**config.mk**
```make
export PLATFORM = sky130hd
export DESIGN_NAME = wrr_vc_scheduler_flat
export DESIGN_NICKNAME = d
export VERILOG_FILES = /design/src/rtl/wrr_vc_scheduler_pkg.sv /design/src/rtl/wrr_vc_scheduler_if.sv /design/src/rtl/wrr_vc_scheduler_next_vc.sv /design/src/rtl/wrr_vc_scheduler.sv /design/src/flat_wrapper.sv
export SDC_FILE = /design/constraint.sdc
export NUM_CORES = 1
export LEC_CHECK = 0
export ABC_AREA = 1
export ABC_CLOCK_PERIOD_IN_PS = 3050
export CORE_ASPECT_RATIO = 0.7
export CORE_MARGIN = 2
export CORE_UTILIZATION = 30
export CTS_BUF_LIST = sky130_fd_sc_hd__clkbuf_4
export DETAILED_ROUTE_END_ITERATION = 6
export PLACE_DENSITY = 0.65
export SLEW_MARGIN = 20
export SYNTH_ARGS = -nofsm -noshare
export SYNTH_HDL_FRONTEND = slang
export SYNTH_HIERARCHICAL = 1
export SYNTH_SLANG_ARGS = --single-unit
```
**constraint.sdc**
```tcl
create_clock -name clk -period 3.05 [get_ports clk]
set_input_delay 0.7625 -clock clk [delete_from_list [all_inputs] [get_ports clk]]
set_output_delay 0.7625 -clock clk [all_outputs]
set_load 0.03 [all_outputs]
```
**src/rtl/wrr_vc_scheduler_pkg.sv**
```systemverilog
// Shared constants, state encoding and index helper for the weighted round-robin VC scheduler.
package wrr_vc_scheduler_pkg;

  localparam logic [1:0] VCHANEL0 = 2'b00;
  localparam logic [1:0] VCHANEL1 = 2'b01;
  localparam logic [1:0] VCHANEL2 = 2'b10;
  localparam logic [1:0] VCHANEL3 = 2'b11;

  localparam int         DATA_W_DEF   = 4;
  localparam int         WGT_W_DEF    = 3;
  localparam logic [3:0] INACTIVE_DEF = 4'b0;

  typedef enum logic {
    IDLE  = 1'b0,
    SERVE = 1'b1
  } state_t;

  // VC indices wrap modulo 4, so a 2-bit add is the whole rotation.
  function automatic logic [1:0] vc_wrap(input logic [1:0] base, input logic [1:0] step);
    return base + step;
  endfunction

endpackage

```
**src/rtl/wrr_vc_scheduler_if.sv**
```systemverilog
// Bundle of VC FIFO bank, weight and downstream signals seen by the scheduler.
interface wrr_vc_scheduler_if #(
  parameter int DATA_W = 4,
  parameter int WGT_W  = 3
);
  logic              enb;
  logic              pause;
  logic              empty_vchanel0, empty_vchanel1, empty_vchanel2, empty_vchanel3;
  logic [DATA_W-1:0] out_vchanel0, out_vchanel1, out_vchanel2, out_vchanel3;
  logic [WGT_W-1:0]  wgt_vc0, wgt_vc1, wgt_vc2, wgt_vc3;
  logic              pop_vchanel0, pop_vchanel1, pop_vchanel2, pop_vchanel3;
  logic [1:0]        arbiter_sel;
  logic [DATA_W-1:0] out_wrr;
  logic              valid_wrr;
  logic              idle;

  modport master (
    input  enb, pause,
    input  empty_vchanel0, empty_vchanel1, empty_vchanel2, empty_vchanel3,
    input  out_vchanel0, out_vchanel1, out_vchanel2, out_vchanel3,
    input  wgt_vc0, wgt_vc1, wgt_vc2, wgt_vc3,
    output pop_vchanel0, pop_vchanel1, pop_vchanel2, pop_vchanel3,
    output arbiter_sel, out_wrr, valid_wrr, idle
  );

  modport slave (
    output enb, pause,
    output empty_vchanel0, empty_vchanel1, empty_vchanel2, empty_vchanel3,
    output out_vchanel0, out_vchanel1, out_vchanel2, out_vchanel3,
    output wgt_vc0, wgt_vc1, wgt_vc2, wgt_vc3,
    input  pop_vchanel0, pop_vchanel1, pop_vchanel2, pop_vchanel3,
    input  arbiter_sel, out_wrr, valid_wrr, idle
  );

endinterface

```
**src/rtl/wrr_vc_scheduler_next_vc.sv**
```systemverilog
// Rotating-priority finder: first eligible VC scanning upward from last+1, last itself lowest.
module wrr_next_vc
  import wrr_vc_scheduler_pkg::*;
(
  input  logic [3:0] eligible,
  input  logic [1:0] last,
  output logic       found,
  output logic [1:0] next
);

  // Descending scan so the smallest offset from last is written last and wins.
  always_comb begin
    // NOTE: every combinational output gets a default first so no path can infer a latch.
    found = 1'b0;
    next  = last;
    for (int i = 4; i >= 1; i--) begin
      if (eligible[vc_wrap(last, 2'(i))]) begin
        found = 1'b1;
        next  = vc_wrap(last, 2'(i));
      end
    end
  end

endmodule

```
**src/rtl/wrr_vc_scheduler.sv**
```systemverilog
// Weighted round-robin scheduler draining four VC FIFOs onto one registered output lane.
module wrr_vc_scheduler
  import wrr_vc_scheduler_pkg::*;
#(
  parameter int                DATA_W   = DATA_W_DEF,
  parameter int                WGT_W    = WGT_W_DEF,
  parameter logic [DATA_W-1:0] INACTIVE = DATA_W'(INACTIVE_DEF)
) (
  input  logic                clk,
  input  logic                rst,
  wrr_vc_scheduler_if.master  bus
);

  logic [3:0]        w_empty;
  logic [3:0]        w_eligible;
  logic [WGT_W-1:0]  w_wgt [4];
  logic [DATA_W-1:0] w_data [4];

  state_t            r_state, w_state_nxt;
  logic [1:0]        r_sel, w_sel_nxt;
  logic [1:0]        r_last, w_last_nxt;
  logic [WGT_W-1:0]  r_credit, w_credit_nxt;
  logic [1:0]        w_scan_from;
  logic              w_found;
  logic [1:0]        w_next;
  logic              w_pop_ok, w_pop, w_turn_end;

  logic              r_pop_d;
  logic [1:0]        r_sel_d;
  logic [DATA_W-1:0] r_out;
  logic              r_valid;

  assign w_empty   = {bus.empty_vchanel3, bus.empty_vchanel2, bus.empty_vchanel1, bus.empty_vchanel0};
  assign w_wgt[0]  = bus.wgt_vc0;
  assign w_wgt[1]  = bus.wgt_vc1;
  assign w_wgt[2]  = bus.wgt_vc2;
  assign w_wgt[3]  = bus.wgt_vc3;
  assign w_data[0] = bus.out_vchanel0;
  assign w_data[1] = bus.out_vchanel1;
  assign w_data[2] = bus.out_vchanel2;
  assign w_data[3] = bus.out_vchanel3;

  always_comb begin
    for (int i = 0; i < 4; i++) w_eligible[i] = !w_empty[i] && (w_wgt[i] != '0);
  end

  // In SERVE the current VC is the scan origin, making it lowest priority at hand-off.
  assign w_scan_from = (r_state == SERVE) ? r_sel : r_last;

  wrr_next_vc u_next_vc (
    .eligible (w_eligible),
    .last     (w_scan_from),
    .found    (w_found),
    .next     (w_next)
  );

  assign w_pop_ok   = bus.enb && !bus.pause && !rst;
  assign w_pop      = (r_state == SERVE) && w_pop_ok && !w_empty[r_sel] && (r_credit != '0);
  assign w_turn_end = (r_state == SERVE) && w_pop_ok &&
                      (w_empty[r_sel] || (r_credit <= WGT_W'(1)));

  always_comb begin
    w_state_nxt  = r_state;
    w_sel_nxt    = r_sel;
    w_last_nxt   = r_last;
    w_credit_nxt = r_credit;
    case (r_state)
      IDLE: begin
        if (bus.enb && w_found) begin
          w_state_nxt  = SERVE;
          w_sel_nxt    = w_next;
          w_credit_nxt = w_wgt[w_next];
        end
      end
      SERVE: begin
        if (w_turn_end) begin
          w_last_nxt = r_sel;
          if (w_found) begin
            w_sel_nxt    = w_next;
            w_credit_nxt = w_wgt[w_next];
          end else begin
            w_state_nxt  = IDLE;
            w_credit_nxt = '0;
          end
        end else if (w_pop) begin
          w_credit_nxt = r_credit - WGT_W'(1);
        end
      end
      default: w_state_nxt = IDLE;
    endcase
  end

  // Reset leaves last=VC3 so the first scan after reset starts at VC0.
  always_ff @(posedge clk) begin
    // NOTE: sequential state uses non-blocking assignments so every flop samples pre-edge values.
    if (rst) begin
      r_state  <= IDLE;
      r_sel    <= VCHANEL0;
      r_last   <= VCHANEL3;
      r_credit <= '0;
    end else begin
      r_state  <= w_state_nxt;
      r_sel    <= w_sel_nxt;
      r_last   <= w_last_nxt;
      r_credit <= w_credit_nxt;
    end
  end

  // FIFO data lands one cycle after its pop, so the mux uses sel delayed by one cycle.
  always_ff @(posedge clk) begin
    if (rst) begin
      r_pop_d <= 1'b0;
      r_sel_d <= VCHANEL0;
      r_out   <= INACTIVE;
      r_valid <= 1'b0;
    end else begin
      r_pop_d <= w_pop;
      r_sel_d <= r_sel;
      r_valid <= r_pop_d;
      r_out   <= r_pop_d ? w_data[r_sel_d] : INACTIVE;
    end
  end

  assign bus.pop_vchanel0 = w_pop && (r_sel == VCHANEL0);
  assign bus.pop_vchanel1 = w_pop && (r_sel == VCHANEL1);
  assign bus.pop_vchanel2 = w_pop && (r_sel == VCHANEL2);
  assign bus.pop_vchanel3 = w_pop && (r_sel == VCHANEL3);
  assign bus.arbiter_sel  = r_sel;
  assign bus.out_wrr      = r_out;
  assign bus.valid_wrr    = r_valid;
  assign bus.idle         = (r_state == IDLE);

endmodule

```
**src/flat_wrapper.sv**
```systemverilog
// flat-port wrapper written by rule: the top's interface ports become plain ports
module wrr_vc_scheduler_flat import wrr_vc_scheduler_pkg::*;
#(
  parameter int                DATA_W   = DATA_W_DEF,
  parameter int                WGT_W    = WGT_W_DEF,
  parameter logic [DATA_W-1:0] INACTIVE = DATA_W'(INACTIVE_DEF)
)
  (clk, rst, bus_enb, bus_pause, bus_empty_vchanel0, bus_empty_vchanel1, bus_empty_vchanel2, bus_empty_vchanel3, bus_out_vchanel0, bus_out_vchanel1, bus_out_vchanel2, bus_out_vchanel3, bus_wgt_vc0, bus_wgt_vc1, bus_wgt_vc2, bus_wgt_vc3, bus_pop_vchanel0, bus_pop_vchanel1, bus_pop_vchanel2, bus_pop_vchanel3, bus_arbiter_sel, bus_out_wrr, bus_valid_wrr, bus_idle);
  wrr_vc_scheduler_if #(.DATA_W(DATA_W), .WGT_W(WGT_W)) bus_i ();
  input  logic clk;
  input  logic rst;
  input wire logic [$bits(bus_i.enb)-1:0] bus_enb;
  input wire logic [$bits(bus_i.pause)-1:0] bus_pause;
  input wire logic [$bits(bus_i.empty_vchanel0)-1:0] bus_empty_vchanel0;
  input wire logic [$bits(bus_i.empty_vchanel1)-1:0] bus_empty_vchanel1;
  input wire logic [$bits(bus_i.empty_vchanel2)-1:0] bus_empty_vchanel2;
  input wire logic [$bits(bus_i.empty_vchanel3)-1:0] bus_empty_vchanel3;
  input wire logic [$bits(bus_i.out_vchanel0)-1:0] bus_out_vchanel0;
  input wire logic [$bits(bus_i.out_vchanel1)-1:0] bus_out_vchanel1;
  input wire logic [$bits(bus_i.out_vchanel2)-1:0] bus_out_vchanel2;
  input wire logic [$bits(bus_i.out_vchanel3)-1:0] bus_out_vchanel3;
  input wire logic [$bits(bus_i.wgt_vc0)-1:0] bus_wgt_vc0;
  input wire logic [$bits(bus_i.wgt_vc1)-1:0] bus_wgt_vc1;
  input wire logic [$bits(bus_i.wgt_vc2)-1:0] bus_wgt_vc2;
  input wire logic [$bits(bus_i.wgt_vc3)-1:0] bus_wgt_vc3;
  output wire logic [$bits(bus_i.pop_vchanel0)-1:0] bus_pop_vchanel0;
  output wire logic [$bits(bus_i.pop_vchanel1)-1:0] bus_pop_vchanel1;
  output wire logic [$bits(bus_i.pop_vchanel2)-1:0] bus_pop_vchanel2;
  output wire logic [$bits(bus_i.pop_vchanel3)-1:0] bus_pop_vchanel3;
  output wire logic [$bits(bus_i.arbiter_sel)-1:0] bus_arbiter_sel;
  output wire logic [$bits(bus_i.out_wrr)-1:0] bus_out_wrr;
  output wire logic [$bits(bus_i.valid_wrr)-1:0] bus_valid_wrr;
  output wire logic [$bits(bus_i.idle)-1:0] bus_idle;
  assign bus_i.enb = bus_enb;
  assign bus_i.pause = bus_pause;
  assign bus_i.empty_vchanel0 = bus_empty_vchanel0;
  assign bus_i.empty_vchanel1 = bus_empty_vchanel1;
  assign bus_i.empty_vchanel2 = bus_empty_vchanel2;
  assign bus_i.empty_vchanel3 = bus_empty_vchanel3;
  assign bus_i.out_vchanel0 = bus_out_vchanel0;
  assign bus_i.out_vchanel1 = bus_out_vchanel1;
  assign bus_i.out_vchanel2 = bus_out_vchanel2;
  assign bus_i.out_vchanel3 = bus_out_vchanel3;
  assign bus_i.wgt_vc0 = bus_wgt_vc0;
  assign bus_i.wgt_vc1 = bus_wgt_vc1;
  assign bus_i.wgt_vc2 = bus_wgt_vc2;
  assign bus_i.wgt_vc3 = bus_wgt_vc3;
  assign bus_pop_vchanel0 = bus_i.pop_vchanel0;
  assign bus_pop_vchanel1 = bus_i.pop_vchanel1;
  assign bus_pop_vchanel2 = bus_i.pop_vchanel2;
  assign bus_pop_vchanel3 = bus_i.pop_vchanel3;
  assign bus_arbiter_sel = bus_i.arbiter_sel;
  assign bus_out_wrr = bus_i.out_wrr;
  assign bus_valid_wrr = bus_i.valid_wrr;
  assign bus_idle = bus_i.idle;
  wrr_vc_scheduler #(.DATA_W(DATA_W), .WGT_W(WGT_W), .INACTIVE(INACTIVE)) u_core (.clk(clk), .rst(rst), .bus(bus_i));
endmodule
```
# Word level (Yosys, flattened, before mapping)
# Cells that the tools add are included.
# W data, S select, Z words.
# classes
n_reduce_logical	33
add_sub_neg	4
muxes	37
n_eq_ne	7
bitwise_logic	4
order_cmp	8
# ops
cell	n
$mux W3	6
$logic_and A1 B1 Y1	15
$lt A2 B3 Y1 const B	5
$reduce_bool A3 Y1	5
$mux W2	7
$mux W1	12
$bmux W1 S2	5
$bmux W4 S2	1
$mux W4	2
$logic_not A1 Y1	7
$bmux W3 S2	1
$ge A3 B3 Y1 const B	2
$not A2 Y3	2
$pmux W3 S2	1
$add A2 B2 Y2 const B	2
$eq A2 B2 Y1 const B	2
$ne A2 B2 Y1 const B	2
$pmux W2 S2	1
$reduce_and A2 Y1	2
$le A3 B1 Y1 const B	1
$ne A3 B3 Y1 const B	1
$reduce_and A3 Y1	1
$sub A3 B1 Y3 const B	1
$add A2 B1 Y2 const B	1
other kinds (7)	8
# totals
register_bits	16
output_inout_bits	12
inputBits	36
wordCells	101

# Logic depth before layout (Yosys ltp)
# logic_depth
word_depth	14
mapped_depth	22
mapped_depth_nobuf	20

# Hierarchy
# Netlist, hierarchy kept.
# modules_own_cells
module	instances	area_per_inst_um2	cells_each	seq_area_each_um2
wrr_vc_scheduler	1	1109.8	176	320.3
wrr_next_vc	1	214.0	46	0.0

# Worst setup path after synthesis
# No wires, ideal clock.
# synth_timing
kind	input to output
start	input port bus_pause
end	output port bus_pop_vchanel0
path_stages	5
slack_ns	0.396
required_time_ns	2.288
t_arrival_ns	1.892
n_path_buf	0
cell_sequence	nor2_1 > nand3_1 > nor2_2 > nand2_1 > nor3_1
# synth_via
elab_chain_len	7
# synth_lines
item	line	text
from (decl)	flat_wrapper.sv:13	input wire logic [$bits(bus_i.pause)-1:0] bus_pause;
$logic_not A1 Y1	wrr_vc_scheduler.sv:57	assign w_pop_ok = bus.enb && !bus.pause && !rst;
$logic_and A1 B1 Y1 (2 in a row)	wrr_vc_scheduler.sv:57	
$logic_and A1 B1 Y1 (3 in a row)	wrr_vc_scheduler.sv:58	assign w_pop = (r_state == SERVE) && w_pop_ok && !w_empty[r_sel] && (r_credit != '0);
$logic_and A1 B1 Y1	wrr_vc_scheduler.sv:124	assign bus.pop_vchanel0 = w_pop && (r_sel == VCHANEL0);
to (decl)	flat_wrapper.sv:26	output wire logic [$bits(bus_i.pop_vchanel0)-1:0] bus_pop_vchanel0;
# No other way between the ends.

# Final worst setup path
# layout_timing
start	input port bus_empty_vchanel3
end	output port bus_pop_vchanel1
# layout_via
elab_chain_len	6
# layout_lines
item	line	text
from (decl)	flat_wrapper.sv:17	input wire logic [$bits(bus_i.empty_vchanel3)-1:0] bus_empty_vchanel3;
$bmux W1 S2	wrr_vc_scheduler.sv:58	
$mux W1 (not written as such)	wrr_vc_scheduler.sv:58	
$logic_not A1 Y1	wrr_vc_scheduler.sv:58	
$logic_and A1 B1 Y1 (2 in a row)	wrr_vc_scheduler.sv:58	
$logic_and A1 B1 Y1	wrr_vc_scheduler.sv:125	assign bus.pop_vchanel1 = w_pop && (r_sel == VCHANEL1);
to (decl)	flat_wrapper.sv:27	output wire logic [$bits(bus_i.pop_vchanel1)-1:0] bus_pop_vchanel1;
# No other way between the ends. The select of a mux whose other input is x is not followed.

==> flow_summary_export.csv <==
group,metric,value,unit
sta,timing.clock.skew,0.005992,ns
cells_and_area,antenna-diode-count,0,
synthesis,synth-seq-area-share,24.20,%
global_route,grt_antenna_before_repair,0,
synthesis,ys.warnings.count,6,
floorplanning,floorplan.io_pins,48,
power,vdd.ir_drop.worst,0.1750,mV
placed_design,placedInstanceArea,0.001841,mm2
clock_tree,number_of_cts_inserted_buffers,3,
synthesis,synth_simple_gate_area_share,41.49,%
power,power.static_leakage,0.8984,nW
sta,slew_headroom,71.49,%
sta,timing_max_transition_violations_final,0,
sta,hold_viol_final,0,
critical_path,cp_slowest_cell,"sky130_fd_sc_hd__clkdlybuf4s50_1",
clock_tree,tritoncts_clock_tree,"built",
sta,fin_crit,2.863,ns
synthesis,synth_area_per_cell,5.963,um2
critical_path,cp_max_fo,5,
cells_and_area,final_layout_size_suffix_gt1_share,13.24,%
synthesis,synth_top_family_by_area,"simple AND/OR/NAND/NOR gates",
drt,route.detailed.vias_per_inst,4.575,
sta,maxClockFrequency,0.3493,GHz
floorplanning,die_area,0.004968,mm2
sta,rsz0062_at_grt,"no",
critical_path,crit_chain,"clkdlybuf4s50_1, nand3_1, nand2_1, nor2_2, nand2_2, nor3_1, buf_4",
global_route,largest_net_degree_at_the_start_of_global_routing,11,
floorplanning,design.core.area,0.004279,mm2
drt,avgRoutedWirePerCell,10.52,um
hold_path,timing.hold.worst.class,"reg -> reg",
critical_path,crit_required,2.29,ns
global_route,grt_usage,14.61,%
placed_design,place.gp.congestion,0.8884,
critical_path,startpoint_type,"primary input",
floorplanning,count_of_standard_cell_rows,20,
sta,fin_setup_tns,0,ns
critical_path,worst-endpoint-arrival,2.10,ns
synthesis,synth-seq-cells,16,
cells_and_area,register_area,320.3,um2
critical_path,setup.worst_path.end_class,"primary output",
synthesis,syn_nets,261,
cells_and_area,mostFrequentLayoutCell,"sky130_fd_sc_hd__nand2_1",
cells_and_area,final_nets,312,
synthesis,asyncSetResetFlopFracSynth,0,%
synthesis,area_of_the_mapped_netlist,0.001324,mm2
synthesis,synth-adder-area-share,2.836,%
drt,detail_route.wirelength,3439,um
power,pwr_density,426.2,mW/mm2
synthesis,ys_dominant_reg_cell,"sky130_fd_sc_hd__dfxtp_1",
placed_design,dp_hpwl,2858,um
clock_tree,ctsResizeCount,0,
drt,postRouteAntennaNets,0,
placed_design,io_buffers,47,
clock_tree,clockBufferDepth,2,
floorplanning,initial_core_util,30.94,%
cells_and_area,n_fill_cell,455,
synthesis,ys_types,28,
clock_tree,hold_buffers,0,
drt,detailroute.via_count,1496,
clock_tree,clkLatencyLatePin,0.30,ns
sta,worst_slew_pin_slew,0.4271,ns
synthesis,synth_compound_area_share,18.71,%
cells_and_area,finalInstanceArea,0.001874,mm2
global_route,first_global_vias,1313,
cells_and_area,most_used_cells_in_the_layout_excluding_fill_and_tap_cells,"sky130_fd_sc_hd__nand2_1, sky130_fd_sc_hd__clkdlybuf4s50_1, sky130_fd_sc_hd__nor2_1, sky130_fd_sc_hd__inv_1, sky130_fd_sc_hd__o21ai_0",
floorplanning,die_w,83.40,um
job,maxCapViolations,0,
clock_tree,clk_pin_slew,0.09,ns
drt,drc_errors,0,
sta,finalSetupViolations,0,
drt,dr.pass1.iters,4,
cells_and_area,area_growth_syn_to_layout,41.59,%
critical_path,slowest_stage_delay_on_critical_path,0.46,ns
synthesis,synth_cells,222,
clock_tree,clock-root-buffer,"sky130_fd_sc_hd__clkbuf_4",
synthesis,synth-edff-count,0,
clock_tree,cts_max_level,1,
clock_tree,cts_setup_buffers,0,
synthesis,yosys-mux-area-fraction,0,%
cells_and_area,multi_input_gate_area,842.1,um2
outcome,status,"finished clean",
global_route,grt_remaining_overflow,0,
critical_path,path_class,"in -> out",
drt,first_iter_violations,82,
floorplanning,vertical_extent_of_the_die,59.58,um
synthesis,synth-xor-area-share,0,%
clock_tree,clock_sink_count,16,
global_route,wire_length_of_the_first_global_routing_pass,5892,um
power,totalPowerFinal,0.0007988,W
sta,fin_crit_sh,93.86,%
sequential cells by signal, indices dropped and copies added, names as in the netlist:
name                    cells
u_core/r_state              1
u_core/bus.arbiter_sel      2
u_core/r_last               2
u_core/r_pop_d              1
u_core/r_sel_d              2
u_core/bus.valid_wrr        1
u_core/r_credit             3
u_core/bus.out_wrr          4
where the power goes:
part / switching [W] / internal [W]
Combinational: 0.000245 / 0.000178
Sequential: 0.0000297 / 0.000227
Clock: 0.0000721 / 0.0000477
Total: 0.000346 / 0.000452
path summary, 6_finish.rpt:
path,from,endpoint,slack (ns),depth (start not counted)
max,bus_empty_vchanel3,bus_pop_vchanel1,0.19,7
min,u_core/r_last[0],u_core/r_last[0],0.50,2
max reg2reg,u_core/bus.arbiter_sel[1],u_core/r_credit[1],0.46,18
min reg2reg,u_core/r_last[0],u_core/r_last[0],0.50,2
Yosys cell counts, types with 4 or more instances:
library cell | instances | share of area (%)
sky130_fd_sc_hd__a21oi_1 | 13 | 4.9
sky130_fd_sc_hd__inv_1 | 25 | 7.1
sky130_fd_sc_hd__dfxtp_1 | 16 | 24
sky130_fd_sc_hd__nand2_2 | 4 | 1.9
sky130_fd_sc_hd__o21ai_0 | 20 | 7.6
sky130_fd_sc_hd__nor2_1 | 36 | 10
sky130_fd_sc_hd__nand3_1 | 9 | 3.4
sky130_fd_sc_hd__nor3_1 | 7 | 2.6
sky130_fd_sc_hd__nand2_1 | 55 | 16
sky130_fd_sc_hd__nor2_2 | 7 | 3.3
critical path: cells and delay by family:
| kind | cells | cell delay [ns] |
|---|---|---|
| simple gates | 5 | 0.69 |
| buf+inv | 2 | 0.65 |
per-layer routing:
metal	vias to the layer above	GRT usage, %	wire [um]
li1	811	-	-
met1	644	21.71	1807
met2	38	21.66	1409
met3	3	4.178	209
met4	0	1.405	11
met5	-	0	0
cell type report:
type                    count  area share, %
multi-input cells         170          44.93
repair buffers             51          26.17
flip-flops and latches     16          17.09
inverters                  31          6.742
well taps                  55          3.672
clock buffers               3          1.202
clock inverters             1         0.2003
stage by stage:
step / cells / util [%] / setup WS [ns] / hold WS (ns)
final: 327 / 43.80 / 0.1872 / 0.4971
after global routing: 327 / 43.80 / 0.04508 / 0.5330
after CTS: 327 / 43.63 / 0.1086 / 0.4991
after detailed placement: 323 / 43.01 / 0.08819 / 0.4744
after global placement: 323 / 43.01 / 0.07885 / 0.4665
after floorplan: 222 / - / 0.3956 / 0.4463
logic make-up (layout without fill, tap and decap cells):
group,Yosys count,in the layout
AOI/OAI and AO/OA,43,43
adders and majority gates,3,3
buffers and inverters,36,86
DFF,16,16
and+or+nand+nor,124,124
Power figures use the tool's default switching activity.
